File: config.mk
export PLATFORM = sky130hd
export DESIGN_NAME = seg7_bcd_decoder_flat
export DESIGN_NICKNAME = d
export VERILOG_FILES = /design/src/rtl/seg7_bcd_decoder_if.sv /design/src/rtl/seg7_bcd_decoder.sv /design/src/flat_wrapper.sv
export SDC_FILE = /design/constraint.sdc
export NUM_CORES = 1
export LEC_CHECK = 0
export CAP_MARGIN = 20
export CORE_ASPECT_RATIO = 0.9
export CORE_UTILIZATION = 45
export CTS_BUF_LIST = sky130_fd_sc_hd__clkbuf_2 sky130_fd_sc_hd__clkbuf_4 sky130_fd_sc_hd__clkbuf_8
export CTS_CLUSTER_DIAMETER = 120
export DETAILED_ROUTE_END_ITERATION = 8
export PLACE_DENSITY = 0.74
export SETUP_SLACK_MARGIN = 0.4
export SLEW_MARGIN = 20
export SYNTH_ARGS = -nofsm -noshare
export SYNTH_HDL_FRONTEND = slang
export SYNTH_SLANG_ARGS = --single-unit
File: constraint.sdc
create_clock -name clk -period 2.25 [get_ports clk]
set_input_delay 0.45 -clock clk [delete_from_list [all_inputs] [get_ports clk]]
set_output_delay 0.45 -clock clk [all_outputs]
set_load 0.01 [all_outputs]
File: src/rtl/seg7_bcd_decoder_if.sv
// Handshake bundle between a seven-segment pattern producer and a BCD pair consumer.
interface seg7_bcd_decoder_if;
   logic       in_valid;
   logic       in_ready;
   logic [6:0] in_seg;
   logic       out_valid;
   logic       out_ready;
   logic [3:0] out_tens;
   logic [3:0] out_ones;
   logic       out_err;
   logic [7:0] err_count;

   modport master (
      output in_valid, in_seg, out_ready,
      input  in_ready, out_valid, out_tens, out_ones, out_err, err_count
   );

   modport slave (
      input  in_valid, in_seg, out_ready,
      output in_ready, out_valid, out_tens, out_ones, out_err, err_count
   );
endinterface

File: src/rtl/seg7_bcd_decoder.sv
// Pairs two active-low seven-segment patterns into a BCD tens/ones result.
// Result appears one cycle after the second transfer and is held until taken.
module seg7_bcd_decoder (
   input  logic               clk,
   input  logic               reset,
   input  logic               flush,
   seg7_bcd_decoder_if.slave  bus
);

   typedef enum logic [1:0] {S_TENS, S_ONES, S_OUT} state_t;

   state_t     state;
   logic [3:0] tens_q;
   logic       tens_bad_q;
   logic [3:0] out_tens_q;
   logic [3:0] out_ones_q;
   logic       out_err_q;
   logic [7:0] err_cnt_q;
   logic [4:0] dec;

   // Returns {invalid, digit}; anything outside the ten glyphs reads as F.
   function automatic logic [4:0] decode(input logic [6:0] seg);
      logic [4:0] r;
      case (seg)
         7'b0000001: r = 5'h00;
         7'b1001111: r = 5'h01;
         7'b0010010: r = 5'h02;
         7'b0000110: r = 5'h03;
         7'b1001100: r = 5'h04;
         7'b0100100: r = 5'h05;
         7'b0100000: r = 5'h06;
         7'b0001111: r = 5'h07;
         7'b0000000: r = 5'h08;
         7'b0001100: r = 5'h09;
         default:    r = 5'h1F;
      endcase
      return r;
   endfunction

   assign dec = decode(bus.in_seg);

   assign bus.in_ready  = (state != S_OUT);
   assign bus.out_valid = (state == S_OUT);
   assign bus.out_tens  = out_tens_q;
   assign bus.out_ones  = out_ones_q;
   assign bus.out_err   = out_err_q;
   assign bus.err_count = err_cnt_q;

   always_ff @(posedge clk) begin
      if (reset) begin
         state      <= S_TENS;
         tens_q     <= 4'h0;
         tens_bad_q <= 1'b0;
         out_tens_q <= 4'h0;
         out_ones_q <= 4'h0;
         out_err_q  <= 1'b0;
         err_cnt_q  <= 8'h00;
      end else if (flush) begin
         // Published outputs stay put; only the pairing progress is dropped.
         state <= S_TENS;
      end else begin
         case (state)
            S_TENS: begin
               if (bus.in_valid) begin
                  tens_q     <= dec[3:0];
                  tens_bad_q <= dec[4];
                  state      <= S_ONES;
               end
            end
            S_ONES: begin
               if (bus.in_valid) begin
                  out_tens_q <= tens_q;
                  out_ones_q <= dec[3:0];
                  out_err_q  <= tens_bad_q | dec[4];
                  state      <= S_OUT;
               end
            end
            S_OUT: begin
               if (bus.out_ready) begin
                  if (out_err_q && (err_cnt_q != 8'hFF))
                     err_cnt_q <= err_cnt_q + 8'd1;
                  state <= S_TENS;
               end
            end
            default: state <= S_TENS;
         endcase
      end
   end

endmodule
File: src/flat_wrapper.sv
// flat-port wrapper written by rule: the top's interface ports become plain ports
module seg7_bcd_decoder_flat 
  (clk, reset, flush, bus_in_valid, bus_in_seg, bus_out_ready, bus_in_ready, bus_out_valid, bus_out_tens, bus_out_ones, bus_out_err, bus_err_count);
  seg7_bcd_decoder_if bus_i ();
  input  logic clk;
  input  logic reset;
  input  logic flush;
  input wire logic [$bits(bus_i.in_valid)-1:0] bus_in_valid;
  input wire logic [$bits(bus_i.in_seg)-1:0] bus_in_seg;
  input wire logic [$bits(bus_i.out_ready)-1:0] bus_out_ready;
  output wire logic [$bits(bus_i.in_ready)-1:0] bus_in_ready;
  output wire logic [$bits(bus_i.out_valid)-1:0] bus_out_valid;
  output wire logic [$bits(bus_i.out_tens)-1:0] bus_out_tens;
  output wire logic [$bits(bus_i.out_ones)-1:0] bus_out_ones;
  output wire logic [$bits(bus_i.out_err)-1:0] bus_out_err;
  output wire logic [$bits(bus_i.err_count)-1:0] bus_err_count;
  assign bus_i.in_valid = bus_in_valid;
  assign bus_i.in_seg = bus_in_seg;
  assign bus_i.out_ready = bus_out_ready;
  assign bus_in_ready = bus_i.in_ready;
  assign bus_out_valid = bus_i.out_valid;
  assign bus_out_tens = bus_i.out_tens;
  assign bus_out_ones = bus_i.out_ones;
  assign bus_out_err = bus_i.out_err;
  assign bus_err_count = bus_i.err_count;
  seg7_bcd_decoder u_core (.clk(clk), .reset(reset), .flush(flush), .bus(bus_i));
endmodule
# Word level (Yosys, flattened, before mapping)
# Index checks and enable logic that the tools add are counted.
# Widths: inputs -> output; s select.
[op_classes] reduce_logical=8 n_mux=5 addsub=1 bitwise_logic=2 n_eq_ne=16
[op_table] operator="$pmux 5 s10" n=1
[op_table] operator="$eq 7x4->1 const B" n=2
[op_table] operator="$eq 7x6->1 const B" n=2
[op_table] operator="$eq 7x7->1 const B" n=2
[op_table] operator="$reduce_and 3->1" n=3
[op_table] operator="$add 8x1->8 const B" n=1
[op_table] operator="$ne 2x2->1 const B" n=4
[op_table] operator="$ne 8x8->1 const B" n=1
[op_table] operator="$eq 7x1->1 const B" n=1
[op_table] operator="$eq 7x3->1 const B" n=1
[op_table] operator="$eq 7x5->1 const B" n=1
[op_table] operator="$logic_not 7->1" n=1
[op_table] operator="$mux 2" n=3
[op_table] operator="$pmux 2 s3" n=1
[op_table] operator="$reduce_and 4->1" n=1
[op_table] operator="$eq 2x1->1 const B" n=1
[op_table] operator="$eq 2x2->1 const B" n=1
[op_table] operator="$logic_not 2->1" n=1
[op_table] operator="$reduce_or 2->1" n=1
[op_table] operator="$logic_and 1x1->1" n=1
[op_table] operator="$not 1->1" n=1
[op_table] operator="$or 1x1->1" n=1
[word_totals] output_inout_bits=19 in_bits=12 regBits=24 elab_cells=39

# Logic depth before layout (Yosys ltp)
# Gate-level depths: netlist of run 1.
[depth] depth_word=3 mapped_depth=6 mapped_depth_nobuf=6

# Worst setup path after synthesis of run 1
# OpenSTA, ideal clock, no wires.
[synth_path] path_type="input port to flip-flop" from="input bus_in_seg[2]" to="register u_core.tens_q[2]" required_time_ns=2.106 setup_ns=0.144 n_path_buf=1 t_arrival_ns=1.560 stages=6 setup_slack_ns=0.547 cell_sequence="buf_2 > or4_4 > a21oi_2 > a41oi_2 > a21oi_2 > a211oi_1"
[synth_between] elab_chain_len=2 elab_cells_between_ends=11 cone_classes="9 x eq/ne; 1 x mux; 1 x reduce/logical"
[synth_lines] item="from (decl)" line="flat_wrapper.sv:9" rtl="input wire logic [$bits(bus_i.in_seg)-1:0] bus_in_seg;"
[synth_lines] item="$eq 7x4->1 (tied with other cells)" line="seg7_bcd_decoder.sv:24" rtl="case (seg)"
[synth_lines] item="$pmux 5 s10 (*)" line="seg7_bcd_decoder.sv:24"
[synth_lines] item="to (signal assigned)" line="seg7_bcd_decoder.sv:65" rtl="tens_q <= dec[3:0];"
[synth_lines] item="to (decl)" line="seg7_bcd_decoder.sv:13" rtl="logic [3:0] tens_q;"
# Mark *: on every way between the ends. The rest lies on a longest branch, timed or not.
# A chain may end at the register's enable or synchronous reset.

# Final worst setup path of run 1
[layout_path] from="register u_core.err_cnt_q[2], in the netlist u_core.bus.err_count[2]" to="output bus_err_count[2]"
[layout_lines] item="from (decl)" line="seg7_bcd_decoder.sv:18" rtl="logic [7:0] err_cnt_q;"
[layout_lines] item="from (signal assigned)" line="seg7_bcd_decoder.sv:81" rtl="err_cnt_q <= err_cnt_q + 8'd1;"
[layout_lines] item="to (decl)" line="flat_wrapper.sv:16" rtl="output wire logic [$bits(bus_i.err_count)-1:0] bus_err_count;"
# No word-level cell between the ends.

==> results of run 1 <==
## cell families after synthesis
kind of cell	count (synthesis)	share of synthesized area (%)
and+or+nand+nor	73	30.4
AOI/OAI and AO/OA	31	18.6
DFF	24	38.7
buffers and inverters	12	4.73
xor gates and xnor gates	7	4.93
muxes	2	1.61
adders and majority gates	1	1.01
## what timing repair did
item / 4_1_cts / 5_1_grt
pin swaps: 0 / 2
endpoints found under the hold margin: 0 / 0
resized for setup: 8 / 7
setup endpoints to repair: 6 / 8
buffers inserted: 0 / 1
## layout make-up
| type | instances | area [um^2] | share of cell area, % |
|---|---|---|---|
| Tap cell | 28 | 35.0 | 2.08 |
| Inverter | 5 | 18.8 | 1.12 |
| Multi-Input combinational cell | 114 | 731 | 43.5 |
| Timing Repair Buffer | 40 | 375 | 22.3 |
| Sequential cell | 24 | 484 | 28.8 |
| Clock buffer | 4 | 36.3 | 2.16 |
## power by group through the flow
stage	combinational (mW)	clock, mW	sequential, mW
2_1_floorplan	0.0576	0	0.450
3_3_place_gp	0.106	0	0.452
3_5_place_dp	0.108	0	0.452
4_1_cts	0.106	0.236	0.443
5_1_grt	0.122	0.247	0.444
6_report	0.111	0.227	0.442
## cell usage after synthesis, types with 2 or more instances
| cell type | number | share of area, % |
|---|---|---|
| sky130_fd_sc_hd__clkbuf_1 | 3 | 0.91 |
| sky130_fd_sc_hd__a21oi_2 | 4 | 2.8 |
| sky130_fd_sc_hd__a211oi_1 | 5 | 3.0 |
| sky130_fd_sc_hd__mux2i_1 | 2 | 1.6 |
| sky130_fd_sc_hd__nand3b_1 | 3 | 1.8 |
| sky130_fd_sc_hd__a21oi_1 | 10 | 4.0 |
| sky130_fd_sc_hd__or3b_1 | 3 | 2.1 |
| sky130_fd_sc_hd__nor2_1 | 21 | 6.3 |
| sky130_fd_sc_hd__o21ai_0 | 3 | 1.2 |
| sky130_fd_sc_hd__nand2b_1 | 2 | 1.0 |
| sky130_fd_sc_hd__xnor2_1 | 6 | 4.2 |
| sky130_fd_sc_hd__buf_2 | 2 | 0.81 |
| sky130_fd_sc_hd__a311oi_1 | 2 | 1.4 |
| sky130_fd_sc_hd__nand3_1 | 8 | 3.2 |
| sky130_fd_sc_hd__nor3_1 | 7 | 2.8 |
| sky130_fd_sc_hd__dfxtp_1 | 24 | 39 |
| sky130_fd_sc_hd__nand2_1 | 17 | 5.1 |
| sky130_fd_sc_hd__inv_1 | 5 | 1.5 |
| sky130_fd_sc_hd__or3_1 | 2 | 1.0 |
## path summary, 6_finish.rpt
kind	slack, ns	start	endpoint	cells past startpoint
worst min register to register	0.46	u_core.bus.out_tens[3]	u_core.bus.out_tens[3]	2
worst max-delay path	0.47	u_core.bus.err_count[2]	bus_err_count[2]	1
worst max register to register	0.67	u_core.bus.err_count[0]	u_core.bus.err_count[5]	6
worst min-delay path	0.46	u_core.bus.out_tens[3]	u_core.bus.out_tens[3]	2
## sequential cells by signal (all words and copies together) (netlist names)
register,count
u_core.bus.err_count,8
u_core.bus.out_ones,4
u_core.bus.out_tens,4
u_core.tens_q,4
u_core.state,2
u_core.bus.out_err,1
u_core.tens_bad_q,1
## routing by layer
layer / wire length [um] / part of all wire (%)
met4: 52 / 1.8
met1: 1400 / 49
met3: 101 / 3.5
met2: 1320 / 46
met5: 0 / 0
## tightest hold or removal path, stage by stage (launching register included)
cell and delay (ns):
sky130_fd_sc_hd__dfxtp_1 0.33, sky130_fd_sc_hd__nand2_1 0.05, sky130_fd_sc_hd__a21oi_1 0.05
## metrics by stage
| step | hold slack, ns | setup slack, ns | instances |
|---|---|---|---|
| CTS | 0.468 | 0.339 | 214 |
| floorplan | 0.431 | 0.547 | 150 |
| global placement | 0.447 | -0.0309 | 210 |
| global route | 0.504 | 0.401 | 215 |
| finish | 0.463 | 0.468 | 215 |
| detailed placement | 0.450 | -0.0160 | 210 |
==> impl_metrics.csv, run 1 <==
group,metric,value,unit
sta,timing.final.hold_violations,0,
critical_path,cell_chain_critical_path,"clkdlybuf4s50_1",
synth,synth_fp_nets,163,
floorplan,dieArea,2980,um^2
sta,timing.final.setup_violations,0,
sta,fin_crit_sh,79.2,%
clocking,htreeDepth,1,
flow_run,drv.max_cap_violation_count,0,
clocking,ctsRootBufferMaster,"sky130_fd_sc_hd__clkbuf_4",
grt,grt_util_met2,33.7,%
critical_path,crit_required,1.80,ns
clocking,cts_hold_buffers_added,0,
clocking,clock_tree.buffer_depth,2,
final_layout,fillerInstances,215,
sta,final.setup_skew,0.00211,ns
synth,synth_flop_cell,"sky130_fd_sc_hd__dfxtp_1",
drt,detail_route.wl_per_cell,13.4,um
power_and_ir_drop,p_clk_share,29.1,%
place,io_buffers,30,
drt,detailedRoute.firstPassIterationCount,6,
clocking,clk_transition_reported_paths,0.12,ns
sta,timing_max_transition_violations_final,0,
synth,seq_area_frac_synth,38.7,%
power_and_ir_drop,power.static_leakage,0.620,nW
synth,synth.distinct_cells,40,
final_layout,design_area,1680,um^2
critical_path,worst-setup-path-type,"flop to primary output",
power_and_ir_drop,p_total,0.781,mW
place,post-dp-hpwl,2.11,mm
place,place.gp.congestion,0.890,
sta,rsz_0062_raised_after_global_routing,"false",
synth,synth-warning-count,0,
grt,first_global_vias,1070,
power_and_ir_drop,power_share_of_the_combinational_group,14.2,%
critical_path,start_kind,"flop",
power_and_ir_drop,internal_power,0.587,mW
final_layout,fin_nets,201,
critical_path,critical_path.endpoint_type,"primary output",
power_and_ir_drop,vdd.ir_drop.worst,0.393,mV
synth,synthArstFlopShare,0,%
final_layout,commonest_cells_after_routing_fill_and_taps_aside,"23 x sky130_fd_sc_hd__dfxtp_1, 21 x sky130_fd_sc_hd__nor2_1, 21 x sky130_fd_sc_hd__clkdlybuf4s50_1",
power_and_ir_drop,net_sw_share,24.8,%
final_layout,layout-area-overhead-vs-synth,35.2,%
final_layout,post_route_cells_drive_above_1_share,14.4,%
floorplan,die_w,57.4,um
synth,synth-edff-count,0,
synth,post_synth_instance_area,1240,um^2
sta,slew_headroom,70.6,%
drt,wl,2.88,mm
synth,postSynthRegisterBits,24,
synth,syn-mean-instance-area,8.28,um^2
critical_path,critPathMaxStageDelay,0.57,ns
grt,grt.overflow.total,0,
grt,grt_pass1_wl,4.88,mm
power_and_ir_drop,power.net_switching,0.193,mW
floorplan,initial_core_util,49.1,%
outcome,run_status,"finished, violations left",
grt,grt_usage,21.5,%
grt,grt_antenna_before_repair,0,
grt,gr-usage-met1,28.7,%
critical_path,crit_path_top_delay_cell,"sky130_fd_sc_hd__clkdlybuf4s50_1",
sta,period_needed,1.78,ns
critical_path,critical_path.n_buffers_inverters,1,
floorplan,dieHeight,51.9,um
clocking,cts_tree,"done",
final_layout,n_antenna_cell,0,
drt,avgViaCountPerCell,5.52,
grt,grt.met3_usage,4.48,%
grt,grt.busiest_layer,"met2",
floorplan,ioPinCount,31,
critical_path,crit_family,"buffers and inverters",
place,placed_area,1610,um^2
power_and_ir_drop,power_frac_seq,56.7,%
min_path,hold_path_class,"flop to flop",
final_layout,most_common_cell_after_layout_fill_and_taps_aside,"sky130_fd_sc_hd__dfxtp_1",
outcome,violations,"DRC",
grt,grt_max_degree,25,
drt,detail_route.iter0.violations,36,
synth,synthesis.instances,150,
critical_path,timing.critical_path.fanout_max,6,
sta,timing.fmax,561,MHz
sta,timing_worst_slew_pin_value,0.440,ns
sta,setup-tns-final,0,ns
floorplan,core_area,2530,um^2
drt,detailroute.via_count,1187,
clocking,cts_buffers,3,
clocking,cts.sink_count,24,
power_and_ir_drop,power_density,464,nW/um^2
final_layout,final_util,66.4,%
drt,antenna_left,0,
clocking,worstSkewPairLatency,0.32,ns
floorplan,standard_cell_row_count,17,
drt,drc_errors,2,
critical_path,worst_ep_arrival_time,1.33,ns
Note: power is estimated with default switching activity, not from simulation.
==> inputs of run 2 (changes only) <==
clock period = 1.8 ns   (was 2.25 ns; I/O delays follow)
==> run 2 against run 1 <==
  * The flow still finishes with violations (DRC)
  * Setup slack worse by 0.20 ns
  * Wire length is 27% higher
  * Die area stayed put
  * Non-clock buffer count is 15 higher
  * Design area is 12% higher
  * Register-to-register slack worse by 0.40 ns
  * Critical path depth is 4 higher
  * Worst hold slack worse by 0.017 ns
  * Highest routed layer unchanged
==> impl_metrics.csv, run 2 (synthesis gave the netlist of run 1 again) <==
group,metric,value,unit
floorplan,ioPinCount,31,
clocking,cts_buffers,3,
power_and_ir_drop,net_sw_share,23.8,%
grt,grt_usage,25.9,%
final_layout,layout-area-overhead-vs-synth,52.0,%
critical_path,r2r.worst_path.cells,5,
power_and_ir_drop,p_clk_share,35.5,%
power_and_ir_drop,internal_power,0.838,mW
clocking,cts.sink_count,24,
final_layout,n_antenna_cell,0,
critical_path,crit_family,"simple AND/OR/NAND/NOR gates",
critical_path,timing.critical_path.fanout_max,4,
critical_path,worst_ep_arrival_time,1.78,ns
sta,timing_max_transition_violations_final,0,
sta,final.setup_skew,0.00643,ns
clocking,clk_transition_reported_paths,0.14,ns
final_layout,fin_nets,217,
critical_path,start_kind,"flop",
critical_path,worst-setup-path-type,"flop to flop",
final_layout,largest_reg_flops,8,
grt,grt_max_degree,25,
clocking,cts_hold_buffers_added,0,
drt,detail_route.wl_per_cell,15.8,um
critical_path,crit_path_top_delay_cell,"sky130_fd_sc_hd__dfxtp_4",
sta,timing.final.setup_violations,0,
critical_path,critical_path.n_buffers_inverters,1,
drt,detail_route.iter0.violations,57,
outcome,violations,"DRC",
floorplan,dieArea,2980,um^2
critical_path,cell_chain_critical_path,"buf_6 -> and4bb_2 -> o211ai_2 -> or3_1 -> a21oi_1",
floorplan,core_area,2530,um^2
sta,period_needed,1.53,ns
clocking,clock_tree.buffer_depth,2,
drt,antenna_left,0,
final_layout,sequential_cell_area,509,um^2
place,place.gp.congestion,0.852,
grt,grt_antenna_before_repair,0,
final_layout,multi_input_logic_area,830,um^2
final_layout,commonest_cells_after_routing_fill_and_taps_aside,"20 x sky130_fd_sc_hd__buf_4, 19 x sky130_fd_sc_hd__nor2_1, 17 x sky130_fd_sc_hd__dlygate4sd2_1",
min_path,min_delay_path_depth,3,
power_and_ir_drop,power.net_switching,0.262,mW
sta,rsz_0062_raised_after_global_routing,"true",
critical_path,crit_required,2.05,ns
clocking,ctsRootBufferMaster,"sky130_fd_sc_hd__clkbuf_4",
power_and_ir_drop,power_density,583,nW/um^2
grt,grt.overflow.total,0,
clocking,cts_tree,"done",
final_layout,fillerInstances,179,
power_and_ir_drop,vdd.ir_drop.worst,0.478,mV
power_and_ir_drop,power_share_of_the_combinational_group,15.0,%
place,post-dp-hpwl,2.31,mm
sta,timing.fmax,654,MHz
sta,slew_headroom,78.1,%
sta,timing_worst_slew_pin_value,0.327,ns
grt,grt_pass1_wl,5.90,mm
drt,detailroute.via_count,1361,
flow_run,drv.max_cap_violation_count,0,
clocking,htreeDepth,1,
final_layout,post_route_cells_drive_above_1_share,38.4,%
floorplan,dieHeight,51.9,um
grt,first_global_vias,1274,
drt,avgViaCountPerCell,5.89,
min_path,hold_path_class,"input pin to flop",
outcome,run_status,"finished, violations left",
drt,wl,3.65,mm
floorplan,standard_cell_row_count,17,
drt,detailedRoute.firstPassIterationCount,6,
power_and_ir_drop,power.static_leakage,0.775,nW
critical_path,critPathMaxStageDelay,0.37,ns
sta,final.hold.worst_slack,0.446,ns
floorplan,die_w,57.4,um
critical_path,critical_path.endpoint_type,"flop",
place,io_buffers,30,
floorplan,initial_core_util,49.1,%
critical_path,cp_num_cells,5,
final_layout,most_common_cell_after_layout_fill_and_taps_aside,"sky130_fd_sc_hd__buf_4",
clocking,worstSkewPairLatency,0.32,ns
power_and_ir_drop,power_frac_seq,49.5,%
sta,fin_crit_sh,85.0,%
drt,drc_errors,2,
final_layout,design_area,1890,um^2
sta,timing.final.hold_violations,0,
place,placed_area,1670,um^2
## run 2: cell count changes in the layout (fill, tap and decap cells not counted), sizes merged
cell / change
o211ai: +1
buf: +21
clkdlybuf4s15: +1
dlymetal6s2s: -2
clkdlybuf4s50: -19
clkbuf: +2
bufinv: +1
dlygate4sd2: +11
## run 2: layout make-up
type                            count  share of cell area (%)
Sequential cell                    24                    27.0
Clock inverter                      1                    1.59
Inverter                            5                   0.994
Clock buffer                        3                    1.19
Multi-Input combinational cell    115                    43.9
Timing Repair Buffer               55                    23.5
Tap cell                           28                    1.86
## run 2: worst reg2reg max path, stage by stage, from the launching register on
cell                       delay, ns
sky130_fd_sc_hd__dfxtp_4        0.37
sky130_fd_sc_hd__buf_6          0.11
sky130_fd_sc_hd__and4bb_2       0.34
sky130_fd_sc_hd__o211ai_2       0.14
sky130_fd_sc_hd__or3_1          0.37
sky130_fd_sc_hd__a21oi_1        0.14
## run 2: routing by layer
| metal | GRT usage [%] | wire length (um) | vias to the layer above | share of wire (%) |
|---|---|---|---|---|
| li1 | - | - | 648 | - |
| met1 | 34.0 | 1600 | 645 | 44 |
| met2 | 42.2 | 1750 | 62 | 48 |
| met3 | 6.47 | 251 | 6 | 6.9 |
| met4 | 7.72 | 51 | 0 | 1.4 |
| met5 | 0 | 0 | - | 0 |
## run 2: worst paths after layout
kind | startpoint | slack (ns) | to
hold reg to reg | u_core.bus.out_tens[3] | 0.47 | u_core.bus.out_tens[3]
setup / recovery | u_core.state[0] | 0.27 | u_core.bus.err_count[3]
hold / removal | bus_in_valid | 0.45 | u_core.state[0]
setup reg to reg | u_core.state[0] | 0.27 | u_core.bus.err_count[3]
## run 2: timing repair
| item | CTS | global route |
|---|---|---|
| setup buffers | 9 | 1 |
| gates cloned | 1 | 0 |
| setup endpoints to repair | 38 | 18 |
| pin swaps | 19 | 11 |
| gates resized for setup | 74 | 20 |
## run 2: power by group through the flow
stage	registers [mW]	clock network [mW]	logic, mW
global placement	0.565	0	0.140
floorplan	0.563	0	0.0748
CTS	0.550	0.401	0.160
finish	0.545	0.391	0.165
global route	0.547	0.421	0.177
detailed placement	0.565	0	0.144
## run 2: metrics by stage
stage          std cells  power, mW  util [%]  TNS, ns  setup slack (ns)
2_1_floorplan        150      0.638         -        0             0.252
3_3_place_gp         216      0.705      65.9    -2.07            -0.284
3_5_place_dp         216      0.710      65.9    -2.54            -0.346
4_1_cts              230       1.11      74.5        0             0.329
5_1_grt              231       1.14      74.6        0             0.214
6_report             231       1.10      74.6        0             0.270
==> inputs of run 3 (changes only) <==
--- a/config.mk
+++ b/config.mk
@@ -7,3 +7,3 @@
 export LEC_CHECK = 0
-export CAP_MARGIN = 20
+export CAP_MARGIN = 30
 export CORE_ASPECT_RATIO = 0.9
--- a/constraint.sdc
+++ b/constraint.sdc
@@ -3,2 +3,2 @@
 set_output_delay 0.36 -clock clk [all_outputs]
-set_load 0.01 [all_outputs]
+set_load 0.02 [all_outputs]
==> run 3 against run 2 <==
  * The run still ends with DRC left
  * Cell count down 2.2%
  * Worst hold slack worse by 0.074 ns
  * Combinational power up 3%
  * Die area unchanged
  * Core utilization down 2.6 points
  * Clock power down 34%
  * Via count down 6.6%
  * Critical path depth unchanged
==> impl_metrics.csv, run 3 (synthesis gave the netlist of run 1 again) <==
group,metric,value,unit
outcome,run_status,"finished, violations left",
outcome,violations,"DRC",
clocking,htreeDepth,1,
clocking,clk_transition_reported_paths,0.12,ns
sta,final.hold.worst_slack,0.372,ns
sta,rsz_0062_raised_after_global_routing,"true",
clocking,ctsRootBufferMaster,"sky130_fd_sc_hd__clkbuf_4",
drt,met2RoutedLength,1.69,mm
grt,grt_usage,23.6,%
critical_path,worst_ep_arrival_time,1.76,ns
place,dp_slack,-0.368,ns
grt,first_global_vias,1237,
power_and_ir_drop,power.static_leakage,0.698,nW
sta,slew_headroom,74.6,%
grt,grt.overflow.total,0,
place,post-dp-hpwl,2.35,mm
grt,grt_pass1_wl,5.36,mm
flow_run,drv.max_cap_violation_count,0,
floorplan,dieArea,2980,um^2
critical_path,crit_required,2.05,ns
critical_path,timing.critical_path.fanout_max,4,
drt,detailroute.via_count,1271,
final_layout,design_area,1820,um^2
floorplan,standard_cell_row_count,17,
final_layout,commonest_cells_after_routing_fill_and_taps_aside,"20 x sky130_fd_sc_hd__nor2_1, 18 x sky130_fd_sc_hd__buf_4, 17 x sky130_fd_sc_hd__nand2_1",
place,placed_area,1710,um^2
sta,final.setup_skew,0.00334,ns
sta,timing.fmax,662,MHz
floorplan,core_area,2530,um^2
drt,detail_route.wl_per_cell,15.2,um
drt,avgViaCountPerCell,5.62,
drt,met3_length,167,um
drt,detail_route.iter0.violations,45,
power_and_ir_drop,p_total,0.973,mW
drt,highest_layer,"met4",
drt,wl,3.43,mm
clocking,cts.sink_count,24,
floorplan,dieHeight,51.9,um
critical_path,start_kind,"flop",
floorplan,ioPinCount,31,
grt,grt_max_degree,25,
drt,route.layer.met1.wl,1.54,mm
floorplan,initial_core_util,49.1,%
critical_path,critical_path.endpoint_type,"flop",
critical_path,worst-setup-path-type,"flop to flop",
grt,grt_antenna_before_repair,0,
final_layout,fin_nets,212,
sta,timing.final.hold_violations,0,
final_layout,n_antenna_cell,0,
clocking,worstSkewPairLatency,0.31,ns
clocking,cts_buffers,3,
clocking,clock_tree.buffer_depth,2,
place,place.gp.congestion,0.913,
drt,drc_errors,1,
final_layout,layout-area-overhead-vs-synth,46.6,%
drt,detailedRoute.firstPassIterationCount,6,
sta,timing.final.setup_violations,0,
clocking,cts_hold_buffers_added,0,
drt,antenna_left,0,
min_path,hold_path_class,"input pin to flop",
place,io_buffers,30,
final_layout,post_route_cells_drive_above_1_share,40.4,%
final_layout,largest_reg_flops,8,
sta,timing_worst_slew_pin_value,0.380,ns
sta,period_needed,1.51,ns
floorplan,die_w,57.4,um
sta,timing_max_transition_violations_final,0,
clocking,cts_tree,"done",
power_and_ir_drop,vdd.ir_drop.worst,0.593,mV
final_layout,most_common_cell_after_layout_fill_and_taps_aside,"sky130_fd_sc_hd__nor2_1",
sta,setup_slack,0.289,ns
final_layout,final_util,72.0,%
power_and_ir_drop,power_density,534,nW/um^2
sta,fin_crit_sh,83.9,%
run 3: cell types whose count changed in the layout (fill, tap and decap cells not counted), sizes merged:
cell	previous run	this run
bufinv	1	0
clkdlybuf4s15	1	8
clkbuf	6	12
buf	31	28
dlymetal6s2s	1	2
dlygate4sd2	17	2
run 3: layout make-up:
class / count / area, um^2
sequential: 24 / 500
inverter: 5 / 18.8
multi-input combinational: 115 / 841
fill: 200 / 709
timing repair buffer: 50 / 397
tap: 28 / 35.0
clock buffer: 4 / 30.0
run 3: metal layers:
metal | up-vias | global-route usage (%)
li1 | 631 | -
met2 | 27 | 39.5
met4 | 0 | 7.72
met1 | 609 | 30.0
met5 | - | 0
met3 | 4 | 5.22
run 3: stage by stage:
step / std cells / TNS [ns]
3_5_place_dp: 219 / -2.97
2_1_floorplan: 150 / 0
4_1_cts: 224 / 0
5_1_grt: 226 / 0
3_3_place_gp: 219 / -2.46
6_report: 226 / 0
run 3: report_power, final:
| group | internal (mW) | switching, mW | total (mW) |
|---|---|---|---|
| logic | 0.0787 | 0.0910 | 0.170 |
| clock network | 0.102 | 0.155 | 0.257 |
| registers | 0.539 | 0.00772 | 0.547 |
| total | 0.720 | 0.254 | 0.973 |
run 3: worst max-delay path, stage by stage, from the launching register on:
cell	delay (ns)
sky130_fd_sc_hd__dfxtp_4	0.37
sky130_fd_sc_hd__buf_6	0.11
sky130_fd_sc_hd__and4bb_2	0.34
sky130_fd_sc_hd__o211ai_2	0.12
sky130_fd_sc_hd__or3_1	0.39
sky130_fd_sc_hd__a21oi_1	0.12
run 3: worst paths after layout:
check | from | to | slack, ns | cells past startpoint
worst max register to register | u_core.state[0] | u_core.bus.err_count[3] | 0.29 | 5
worst max-delay path | u_core.state[0] | u_core.bus.err_count[3] | 0.29 | 5
worst min register to register | u_core.bus.out_tens[3] | u_core.bus.out_tens[3] | 0.46 | 2
worst min-delay path | flush | u_core.state[0] | 0.37 | 3
run 3: timing repair:
item                       in CTS  in global routing
gates resized for setup        77                 36
gates cloned                    0                  1
pin swaps                      11                 22
buffers inserted                1                  1
setup endpoints to repair      36                 32
